<file path="src/rtl/imem_boot_ctrl_if.sv">
// Host byte link and instruction-memory write port of the boot sequencer.
// master = sequencer side, slave = host/memory side.
interface imem_boot_ctrl_if #(
  parameter int ADDR_W = 10
);
  logic              rx_valid;
  logic [7:0]        rx_data;
  logic              rx_ready;
  logic              imem_we;
  logic [ADDR_W-1:0] imem_waddr;
  logic [31:0]       imem_wdata;

  modport master (
    input  rx_valid, rx_data,
    output rx_ready, imem_we, imem_waddr, imem_wdata
  );

  modport slave (
    output rx_valid, rx_data,
    input  rx_ready, imem_we, imem_waddr, imem_wdata
  );
endinterface

</file>
<file path="src/rtl/imem_boot_ctrl.sv">
// Boot and run-control sequencer: packs a little-endian host byte stream into
// instruction memory words, pulses the PC reset, then gates the core clock enable.
module imem_boot_ctrl #(
  parameter int          ADDR_W   = 10,
  parameter logic [31:0] START_PC = 32'h0000_0000
) (
  input  logic              clk,
  input  logic              rst_n,
  input  logic              start,
  input  logic [ADDR_W:0]   len,
  input  logic              abort,
  imem_boot_ctrl_if.master  bus,
  output logic              pc_reset,
  output logic [31:0]       pc_init,
  output logic              cpu_run,
  input  logic              cpu_halt,
  output logic              halted,
  output logic              err,
  output logic [31:0]       run_cycles
);

  localparam logic [ADDR_W:0] DEPTH = {1'b1, {ADDR_W{1'b0}}};

  typedef enum logic [2:0] {IDLE, LOAD, FLUSH, RUN, HALT} state_t;

  state_t            state;
  state_t            state_next;
  logic [ADDR_W:0]   words_left;
  logic [ADDR_W-1:0] waddr;
  logic [1:0]        byte_cnt;
  logic [23:0]       word_buf;

  logic can_start;
  logic len_bad;
  logic accept;

  assign can_start = (state == IDLE) || (state == HALT);
  assign len_bad   = (len > DEPTH);
  assign accept    = bus.rx_valid && bus.rx_ready;
  assign pc_init   = START_PC;

  always_ff @(posedge clk or negedge rst_n) begin
    if (!rst_n) begin
      state <= IDLE;
    end else begin
      state <= state_next;
    end
  end

  always_comb begin
    state_next = state;
    case (state)
      IDLE, HALT: begin
        if (start && (len == '0)) begin
          state_next = FLUSH;
        end else if (start && !len_bad) begin
          state_next = LOAD;
        end
      end
      LOAD: begin
        if (accept && (byte_cnt == 2'd3) && (words_left == (ADDR_W+1)'(1))) begin
          state_next = FLUSH;
        end
      end
      FLUSH: state_next = RUN;
      RUN: begin
        if (cpu_halt) begin
          state_next = HALT;
        end
      end
      default: state_next = IDLE;
    endcase
    // abort overrides every other transition, including a completing last byte
    if (abort) begin
      state_next = IDLE;
    end
  end

  always_comb begin
    bus.rx_ready = (state == LOAD);
    pc_reset     = (state == FLUSH);
    cpu_run      = (state == RUN);
    halted       = (state == HALT);
  end

  // Bytes shift into word_buf so that after three bytes lane 0 sits in bits 7:0;
  // the 4th byte completes the word and is written one cycle later.
  always_ff @(posedge clk or negedge rst_n) begin
    if (!rst_n) begin
      words_left     <= '0;
      waddr          <= '0;
      byte_cnt       <= '0;
      word_buf       <= '0;
      err            <= 1'b0;
      run_cycles     <= '0;
      bus.imem_we    <= 1'b0;
      bus.imem_waddr <= '0;
      bus.imem_wdata <= '0;
    end else begin
      bus.imem_we <= 1'b0;
      if (!abort) begin
        if (can_start && start) begin
          if (len_bad) begin
            err <= 1'b1;
          end else begin
            err        <= 1'b0;
            words_left <= len;
            waddr      <= '0;
            byte_cnt   <= '0;
          end
        end
        if (accept) begin
          byte_cnt <= byte_cnt + 2'd1;
          if (byte_cnt == 2'd3) begin
            bus.imem_we    <= 1'b1;
            bus.imem_waddr <= waddr;
            bus.imem_wdata <= {bus.rx_data, word_buf};
            waddr          <= waddr + ADDR_W'(1);
            words_left     <= words_left - (ADDR_W+1)'(1);
          end else begin
            word_buf <= {bus.rx_data, word_buf[23:8]};
          end
        end
      end
      if (state == FLUSH) begin
        run_cycles <= '0;
      end else if ((state == RUN) && (run_cycles != 32'hFFFF_FFFF)) begin
        run_cycles <= run_cycles + 32'd1;
      end
    end
  end

endmodule

</file>
<file path="src/flat_wrapper.sv">
// flat-port wrapper written by rule: the top's interface ports become plain ports
module imem_boot_ctrl_flat 
#(
  parameter int          ADDR_W   = 10,
  parameter logic [31:0] START_PC = 32'h0000_0000
)
  (clk, rst_n, start, len, abort, pc_reset, pc_init, cpu_run, cpu_halt, halted, err, run_cycles, bus_rx_valid, bus_rx_data, bus_rx_ready, bus_imem_we, bus_imem_waddr, bus_imem_wdata);
  imem_boot_ctrl_if #(.ADDR_W(ADDR_W)) bus_i ();
  input  logic clk;
  input  logic rst_n;
  input  logic start;
  input  logic [ADDR_W:0] len;
  input  logic abort;
  output logic pc_reset;
  output logic [31:0] pc_init;
  output logic cpu_run;
  input  logic cpu_halt;
  output logic halted;
  output logic err;
  output logic [31:0] run_cycles;
  input wire logic [$bits(bus_i.rx_valid)-1:0] bus_rx_valid;
  input wire logic [$bits(bus_i.rx_data)-1:0] bus_rx_data;
  output wire logic [$bits(bus_i.rx_ready)-1:0] bus_rx_ready;
  output wire logic [$bits(bus_i.imem_we)-1:0] bus_imem_we;
  output wire logic [$bits(bus_i.imem_waddr)-1:0] bus_imem_waddr;
  output wire logic [$bits(bus_i.imem_wdata)-1:0] bus_imem_wdata;
  assign bus_i.rx_valid = bus_rx_valid;
  assign bus_i.rx_data = bus_rx_data;
  assign bus_rx_ready = bus_i.rx_ready;
  assign bus_imem_we = bus_i.imem_we;
  assign bus_imem_waddr = bus_i.imem_waddr;
  assign bus_imem_wdata = bus_i.imem_wdata;
  imem_boot_ctrl #(.ADDR_W(ADDR_W), .START_PC(START_PC)) u_core (.clk(clk), .rst_n(rst_n), .start(start), .len(len), .abort(abort), .bus(bus_i), .pc_reset(pc_reset), .pc_init(pc_init), .cpu_run(cpu_run), .cpu_halt(cpu_halt), .halted(halted), .err(err), .run_cycles(run_cycles));
endmodule
</file>
<file path="config.mk">
export PLATFORM = sky130hd
export DESIGN_NAME = imem_boot_ctrl_flat
export DESIGN_NICKNAME = d
export VERILOG_FILES = /design/src/rtl/imem_boot_ctrl_if.sv /design/src/rtl/imem_boot_ctrl.sv /design/src/flat_wrapper.sv
export SDC_FILE = /design/constraint.sdc
export NUM_CORES = 1
export LEC_CHECK = 0
export ABC_CLOCK_PERIOD_IN_PS = 4650
export CAP_MARGIN = 20
export CORE_ASPECT_RATIO = 0.8
export CORE_MARGIN = 2
export CORE_UTILIZATION = 45
export DETAILED_ROUTE_END_ITERATION = 6
export PLACE_DENSITY = 0.8
export SYNTH_ARGS = -nofsm -noshare
export SYNTH_HDL_FRONTEND = slang
export SYNTH_SLANG_ARGS = --single-unit
</file>
<file path="constraint.sdc">
create_clock -name clk -period 4.65 [get_ports clk]
set_input_delay 0.93 -clock clk [delete_from_list [all_inputs] [get_ports clk]]
set_output_delay 0.93 -clock clk [all_outputs]
set_load 0.05 [all_outputs]
</file>
After elaboration in Yosys (flattened, before gate mapping)
Cells that the tools add are included.

cells by class
  add/sub/neg operators = 4
  order comparisons = 1
  equal/unequal tests = 11
  multiplexer cells = 23
  bitwise operators = 2
  reduce and logical (&&, ||, !) cells = 19

operators with widths
  cell                     count
  $mux W32                 2
  $mux W11                 4
  $mux W10                 4
  $add A32 B1 Y32 const B  1
  $ne A32 B32 Y1 const B   1
  $mux W3                  5
  $pmux W3 S4              1
  $reduce_and A3 Y1        4
  $eq A11 B1 Y1 const B    1
  $gt A11 B11 Y1 const B   1
  $logic_not A11 Y1        1
  $sub A11 B1 Y11 const B  1
  $add A10 B1 Y10 const B  1
  $logic_and A1 B1 Y1      7
  $eq A3 B2 Y1 const B     2
  $mux W2                  3
  $mux W1                  4
  $ne A4 B2 Y1 const B     1
  $reduce_bool A2 Y1       2
  $eq A3 B1 Y1 const B     1
  $eq A3 B3 Y1 const B     1
  $logic_not A3 Y1         1
  $ne A3 B2 Y1 const B     1
  $ne A3 B3 Y1 const B     1
  8 further kinds          9

word-level totals
  register bits after elaboration = 126
  input port bits = 25
  output and inout bits = 112
  logic and storage cells = 70

Longest topological paths before layout
Gate-level depths: netlist of run 1.

  depth after elaboration = 7
  mapped depth = 8
  gate-level depth less buffers = 7

Least setup slack after synthesis of run 1
No wires, ideal clock.

  path kind = register -> output
  from = register u_core.state[1]
  to = output pc_reset
  arrival = 1.565 ns
  data required time = 3.720 ns
  setup slack = 2.155 ns
  stages on the path, launching flop included = 6
  buffers on the path = 2
  cell sequence = dfrtp_1 > buf_2 > nor2b_1 > nand2_1 > inv_1 > clkbuf_1

between the ends
  word-level cells in the longest chain between the ends = 1

ends and longest elaborated chain
  what                    RTL line              text
  start, declared         imem_boot_ctrl.sv:26  state_t state;
  start signal, assigned  imem_boot_ctrl.sv:46  state <= state_next;
  $eq A3 B2 Y1            imem_boot_ctrl.sv:81  pc_reset = (state == FLUSH);
  end, declared           flat_wrapper.sv:14    output logic pc_reset;

No other way between the ends.

Worst setup path after layout of run 1
Ends and elaborated chain as after synthesis.

==> results of run 1 <==
## metrics by stage
step	total power, uW	worst slack (ns)
after global placement	1579	1.150
after floorplan	1503	2.155
final	3040	1.138
after detailed placement	1603	1.061
after CTS	3062	1.123
after global routing	3161	0.9991
## power by group through the flow
stage | Combinational [uW] | Sequential [uW] | Clock, uW
floorplan | 212 | 1290 | 0
global placement | 289 | 1290 | 0
detailed placement | 303 | 1300 | 0
CTS | 306 | 1280 | 1470
global route | 330 | 1300 | 1530
finish | 304 | 1280 | 1450
## state kept, by name, indices dropped and copies added (netlist names)
register,count
u_core.err,1
u_core.bus.imem_waddr,10
u_core.words_left,11
u_core.run_cycles,32
u_core.bus.imem_we,1
u_core.bus.imem_wdata,32
u_core.waddr,10
u_core.word_buf,24
u_core.state,3
u_core.byte_cnt,2
## area by class of cell
class / instances / share of cell area
Sequential cell: 126 / 0.4048
Multi-Input combinational cell: 478 / 0.3380
Timing Repair Buffer: 110 / 0.1391
Clock buffer: 17 / 0.05462
Clock inverter: 15 / 0.02859
Tap cell: 175 / 0.02811
Inverter: 14 / 0.006747
## worst min-delay path: cells and delay by family, from the launching register on
| kind | cells | cell delay (ns) |
|---|---|---|
| and+or+nand+nor | 2 | 0.10 |
| DFF | 1 | 0.35 |
## synth_stat cells (6+ instances only)
cell	count	share of area
nand2_1	164	0.10
dfrtp_1	126	0.52
buf_4	32	0.040
a21oi_1	31	0.026
o21ai_0	31	0.026
nor2_1	29	0.018
mux2_2	25	0.046
nand3_1	19	0.016
nand4_1	17	0.018
or3_1	16	0.017
inv_1	13	0.0081
clkbuf_1	12	0.0074
nor3_1	12	0.0099
mux2i_1	10	0.017
buf_2	8	0.0066
xnor2_1	7	0.010
a211oi_1	6	0.0074
and3_1	6	0.0062
## worst max path at each step
| stage | endpoint | startpoint | slack [ns] | cells past startpoint |
|---|---|---|---|---|
| 3_3_place_gp | u_core.word_buf[23] | abort | 1.15 | 5 |
| 6_report | pc_reset | u_core.state[1] | 1.14 | 4 |
| 4_1_cts | pc_reset | u_core.state[1] | 1.12 | 4 |
| 3_5_place_dp | u_core.words_left[2] | abort | 1.06 | 7 |
| 5_1_grt | pc_reset | u_core.state[1] | 1.0 | 4 |
| 2_1_floorplan | pc_reset | u_core.state[1] | 2.16 | 5 |
## routing by layer
layer | share of wire | vias up
met5 | 0 | -
met4 | 0.010 | 0
met3 | 0.071 | 14
met2 | 0.49 | 199
met1 | 0.43 | 2500
li1 | - | 2380
## logic make-up (layout without fill, tap and decap cells)
kind of cell,count (synthesis),in the layout,synth area share
xor+xnor,9,9,0.01300
fa+ha+maj,5,5,0.01032
other cells,1,32,0.0006186
mux,35,35,0.06295
compound gates,96,96,0.09474
simple gates,301,301,0.2334
buf+inv,70,156,0.06481
flops,126,126,0.5201
==> impl_metrics.json, run 1 <==
{
  "clock_path_buffers": 2,
  "drt-initial-drc-count": 410,
  "cp-end-kind": "primary output",
  "drc": 0,
  "cts.htree.levels": 4,
  "p_per_area_mw_per_mm2": 390.3,
  "clkSinkCount": 126,
  "mostFrequentLayoutCells": "164 x nand2_1, 126 x dfrtp_1, 103 x clkdlybuf4s50_1",
  "viasPerCell": 5.447,
  "p_comb_frac": 0.100,
  "worstPathRequired_ns": 3.72,
  "critPathKind": "register to primary output",
  "reg2reg_depth": 6,
  "drive_above_1_share": 0.09868,
  "dp.cells": 903,
  "place_congestion": 0.8829,
  "synth_enable_flop_cells": 0,
  "syn_to_final_growth_pct": 28.48,
  "power_frac_seq": 0.422,
  "port_buffers": 104,
  "nFillCells": 1035,
  "p_leak_uw": 0.003564,
  "r2r_start": "u_core.byte_cnt[0]",
  "rsz0062_at_grt": "false",
  "row_count": 37,
  "critical-path-slowest-cell": "clkdlybuf4s50_1",
  "met2_usage": 0.3601,
  "final-hold-violation-count": 0,
  "holdPathStages": 2,
  "cp_top_family": "buffers and inverters",
  "reg2reg_to": "u_core.words_left[2]",
  "die_area_sq_mm": 0.01442,
  "crit_chain": "nor2b_1, nand2_1, inv_1, clkdlybuf4s50_1",
  "fin_crit_ns": 3.512,
  "synth_ff_type": "dfrtp_1",
  "die_h_um": 107.8,
  "holdWs_ns": 0.4823,
  "vdd_ir_drop_max_mv": 0.2581,
  "overflow": 0,
  "drtAntennaViolNets": 0,
  "grt_usage": 0.2179,
  "multi_input_area_sq_mm": 0.002633,
  "setup_tns_ns": 0,
  "p_sw_uw": 811.3,
  "maxCapViolCount": 0,
  "clkTransAtPathRegs_ns": 0.06,
  "clockPowerShare": 0.477,
  "dp_hpwl_um": 10260,
  "nets": 777,
  "antennaDiodeCount": 0,
  "synth_seq_cells": 126,
  "fin_crit_sh": 0.7553,
  "io_pins": 137,
  "synth_cell_types": 55,
  "clock_latency_ns": 0.41,
  "status": "completed",
  "core_sq_mm": 0.01301,
  "cts_setup_buffers": 0,
  "switching_share": 0.2669,
  "yosysSeqAreaShare": 0.5201,
  "final_cells": 935,
  "hold_buffers": 0,
  "antenna_found_initial": 0,
  "cts_buffers": 17,
  "worstPathMaxFanout": 17,
  "firstDrtPassIters": 5,
  "async_flop_share": 1.000,
  "syn-mean-instance-area_sq_um": 9.428,
  "yosys_warnings": 0,
  "drv_slew": 0,
  "grtUsageMet1": 0.2825,
  "start_kind": "register",
  "vias": 5093,
  "dpl_cell_area_sq_mm": 0.007141,
  "slew_headroom": 0.2949,
  "utilization": 0.5987,
  "cts-resized-gates": 0,
  "slowest_delay_ns": 0.83,
  "grt_util_met3": 0.06168,
  "hold_path.class": "register to register",
  "min_to": "u_core.bus.imem_wdata[6]",
  "grt_pass1_wl_um": 24710,
  "initial_core_util": 0.4660,
  "max_freq_mhz": 284.7,
  "grt_max_degree": 75,
  "synthCells": 643,
  "syn-cell-area_sq_mm": 0.006062,
  "cts_root_buffer": "clkbuf_16",
  "grt_pass1_vias": 4972,
  "drt-total-wl_um": 15120,
  "min_from": "u_core.word_buf[6]",
  "die_w_um": 133.8,
  "final_common_cell": "nand2_1",
  "worst_ep_arrival_time_ns": 2.58,
  "wl_per_cell_um": 16.17,
  "setup_viol": 0,
  "busiest_layer": "met2",
  "p_int_uw": 2228,
  "skew_ns": 0.008225,
  "ff2ff_setup_slack_ns": 2.11,
  "cts_tree": "built",
  "ff_latch_area_sq_mm": 0.003153,
  "final_area_sq_mm": 0.007789,
  "crit_buf_inv": 2,
  "worst_slew_pin_slew_ns": 1.050
}
Note: power is estimated with default switching activity, not from simulation.
==> inputs of run 2 (changes only) <==
ABC_CLOCK_PERIOD_IN_PS = 3650   (was 4650)
clock period = 3.65 ns   (was 4.65 ns; I/O delays follow)
==> run 2 against run 1 <==
- die area unchanged
- total power increased by 22%
- wire length decreased by 4.3%
- global-route usage decreased by 1.2 points
- via count decreased by 1.1%
==> impl_metrics.json, run 2 (synthesized netlist as in run 1, its figures left out) <==
{
  "antennaDiodeCount": 0,
  "slew_headroom": 0.3750,
  "place_ws_ns": 0.5004,
  "final_common_cell": "nand2_1",
  "firstDrtPassIters": 4,
  "worstPathRequired_ns": 2.92,
  "cp-end-kind": "primary output",
  "hold_buffers": 0,
  "row_count": 37,
  "worst_ep_arrival_time_ns": 2.38,
  "reg2reg_depth": 4,
  "die_h_um": 107.8,
  "cts_setup_buffers": 0,
  "final-hold-violation-count": 0,
  "r2r_start": "u_core.state[1]",
  "critPathKind": "register to primary output",
  "drv_slew": 0,
  "core_sq_mm": 0.01301,
  "cts-resized-gates": 0,
  "drc": 0,
  "crit_chain": "or3b_2, inv_1, clkdlybuf4s50_1",
  "place_congestion": 0.8701,
  "start_kind": "register",
  "wl_per_cell_um": 15.44,
  "clkSinkCount": 126,
  "fin_crit_ns": 3.113,
  "max_freq_mhz": 321.2,
  "final_area_sq_mm": 0.007761,
  "drt-total-wl_um": 14470,
  "final.setup.worst_slack_ns": 0.5368,
  "setup_tns_ns": 0,
  "p_leak_uw": 0.003546,
  "p_per_area_mw_per_mm2": 475.9,
  "antenna_found_initial": 0,
  "grt_pass1_vias": 4851,
  "overflow": 0,
  "port_buffers": 104,
  "reg2reg_to": "u_core.word_buf[3]",
  "io_pins": 137,
  "setup_viol": 0,
  "dpl_cell_area_sq_mm": 0.007168,
  "viasPerCell": 5.374,
  "cts_tree": "built",
  "grt_pass1_wl_um": 23730,
  "die_w_um": 133.8,
  "maxCapViolCount": 0,
  "drt-initial-drc-count": 304,
  "critical-path-slowest-cell": "clkdlybuf4s50_1",
  "vias": 5035,
  "grt_max_degree": 96,
  "clock_path_buffers": 2,
  "slowest_delay_ns": 0.82,
  "grt_usage": 0.2058,
  "initial_core_util": 0.4660,
  "status": "completed",
  "rsz0062_at_grt": "false",
  "reg_top3": "u_core.bus.imem_wdata (32), u_core.run_cycles (32), u_core.word_buf (24)",
  "die_area_sq_mm": 0.01442,
  "worstPathMaxFanout": 10,
  "skew_ns": 0.008893,
  "worst_slew_pin_slew_ns": 0.9374,
  "ff2ff_setup_slack_ns": 1.17,
  "total_power_uw": 3693,
  "nets": 779,
  "cts.htree.levels": 4,
  "drive_above_1_share": 0.09974,
  "cts_buffers": 17,
  "clock_latency_ns": 0.41,
  "dp_hpwl_um": 9843,
  "syn_to_final_growth_pct": 28.03,
  "cts_root_buffer": "clkbuf_16",
  "vdd_ir_drop_max_mv": 0.3154,
  "hold_path.class": "input pin to async pin",
  "fin_crit_sh": 0.8529,
  "clkTransAtPathRegs_ns": 0.06,
  "mostFrequentLayoutCells": "164 x nand2_1, 126 x dfrtp_1, 103 x clkdlybuf4s50_1",
  "drtAntennaViolNets": 0
}
run 2: worst max path at each step:
stage | from | end | slack (ns) | depth (start not counted)
finish | u_core.state[1] | bus_rx_ready | 0.54 | 3
global route | u_core.state[1] | bus_rx_ready | 0.45 | 3
CTS | u_core.state[1] | bus_rx_ready | 0.52 | 3
detailed placement | abort | u_core.word_buf[9] | 0.50 | 5
global placement | abort | u_core.word_buf[2] | 0.53 | 5
floorplan | u_core.run_cycles[9] | u_core.run_cycles[30] | 1.22 | 6
run 2: routing by layer:
layer,share of wire,track usage,wire (um),vias to the layer above
met3,0.077,0.06262,1108,10
met1,0.43,0.2686,6273,2463
met2,0.48,0.3337,6982,174
met4,0.0068,0.05775,99,0
met5,0,0,0,-
li1,-,-,-,2388
run 2: layout make-up:
| cell class | instances | area (sq um) |
|---|---|---|
| Sequential cell | 126 | 3153 |
| Inverter | 14 | 52.55 |
| Timing Repair Buffer | 112 | 1111 |
| Clock inverter | 12 | 136.4 |
| Fill cell | 1050 | 5248 |
| Tap cell | 175 | 219.0 |
| Multi-Input combinational cell | 478 | 2633 |
| Clock buffer | 20 | 456.7 |
run 2: report_power, final:
| part | switching, uW | total (uW) | internal (uW) |
|---|---|---|---|
| clock | 632 | 1680 | 1050 |
| combinational | 231 | 383 | 152 |
| sequential | 111 | 1630 | 1520 |
| total | 974 | 3690 | 2720 |
run 2: per-stage QoR:
stage / std cells / util / hold WS, ns
after floorplan: 674 / - / 0.4331
after global placement: 905 / 0.5510 / 0.4534
after detailed placement: 905 / 0.5510 / 0.4598
after CTS: 937 / 0.5966 / 0.2722
after global routing: 937 / 0.5966 / 0.2839
final: 937 / 0.5966 / 0.2628
run 2: critical path: cells and delay by family, from the launching register on:
| family | cells | cell delay (ns) |
|---|---|---|
| buf+inv | 2 | 0.97 |
| flops | 1 | 0.48 |
| simple gates | 1 | 0.53 |
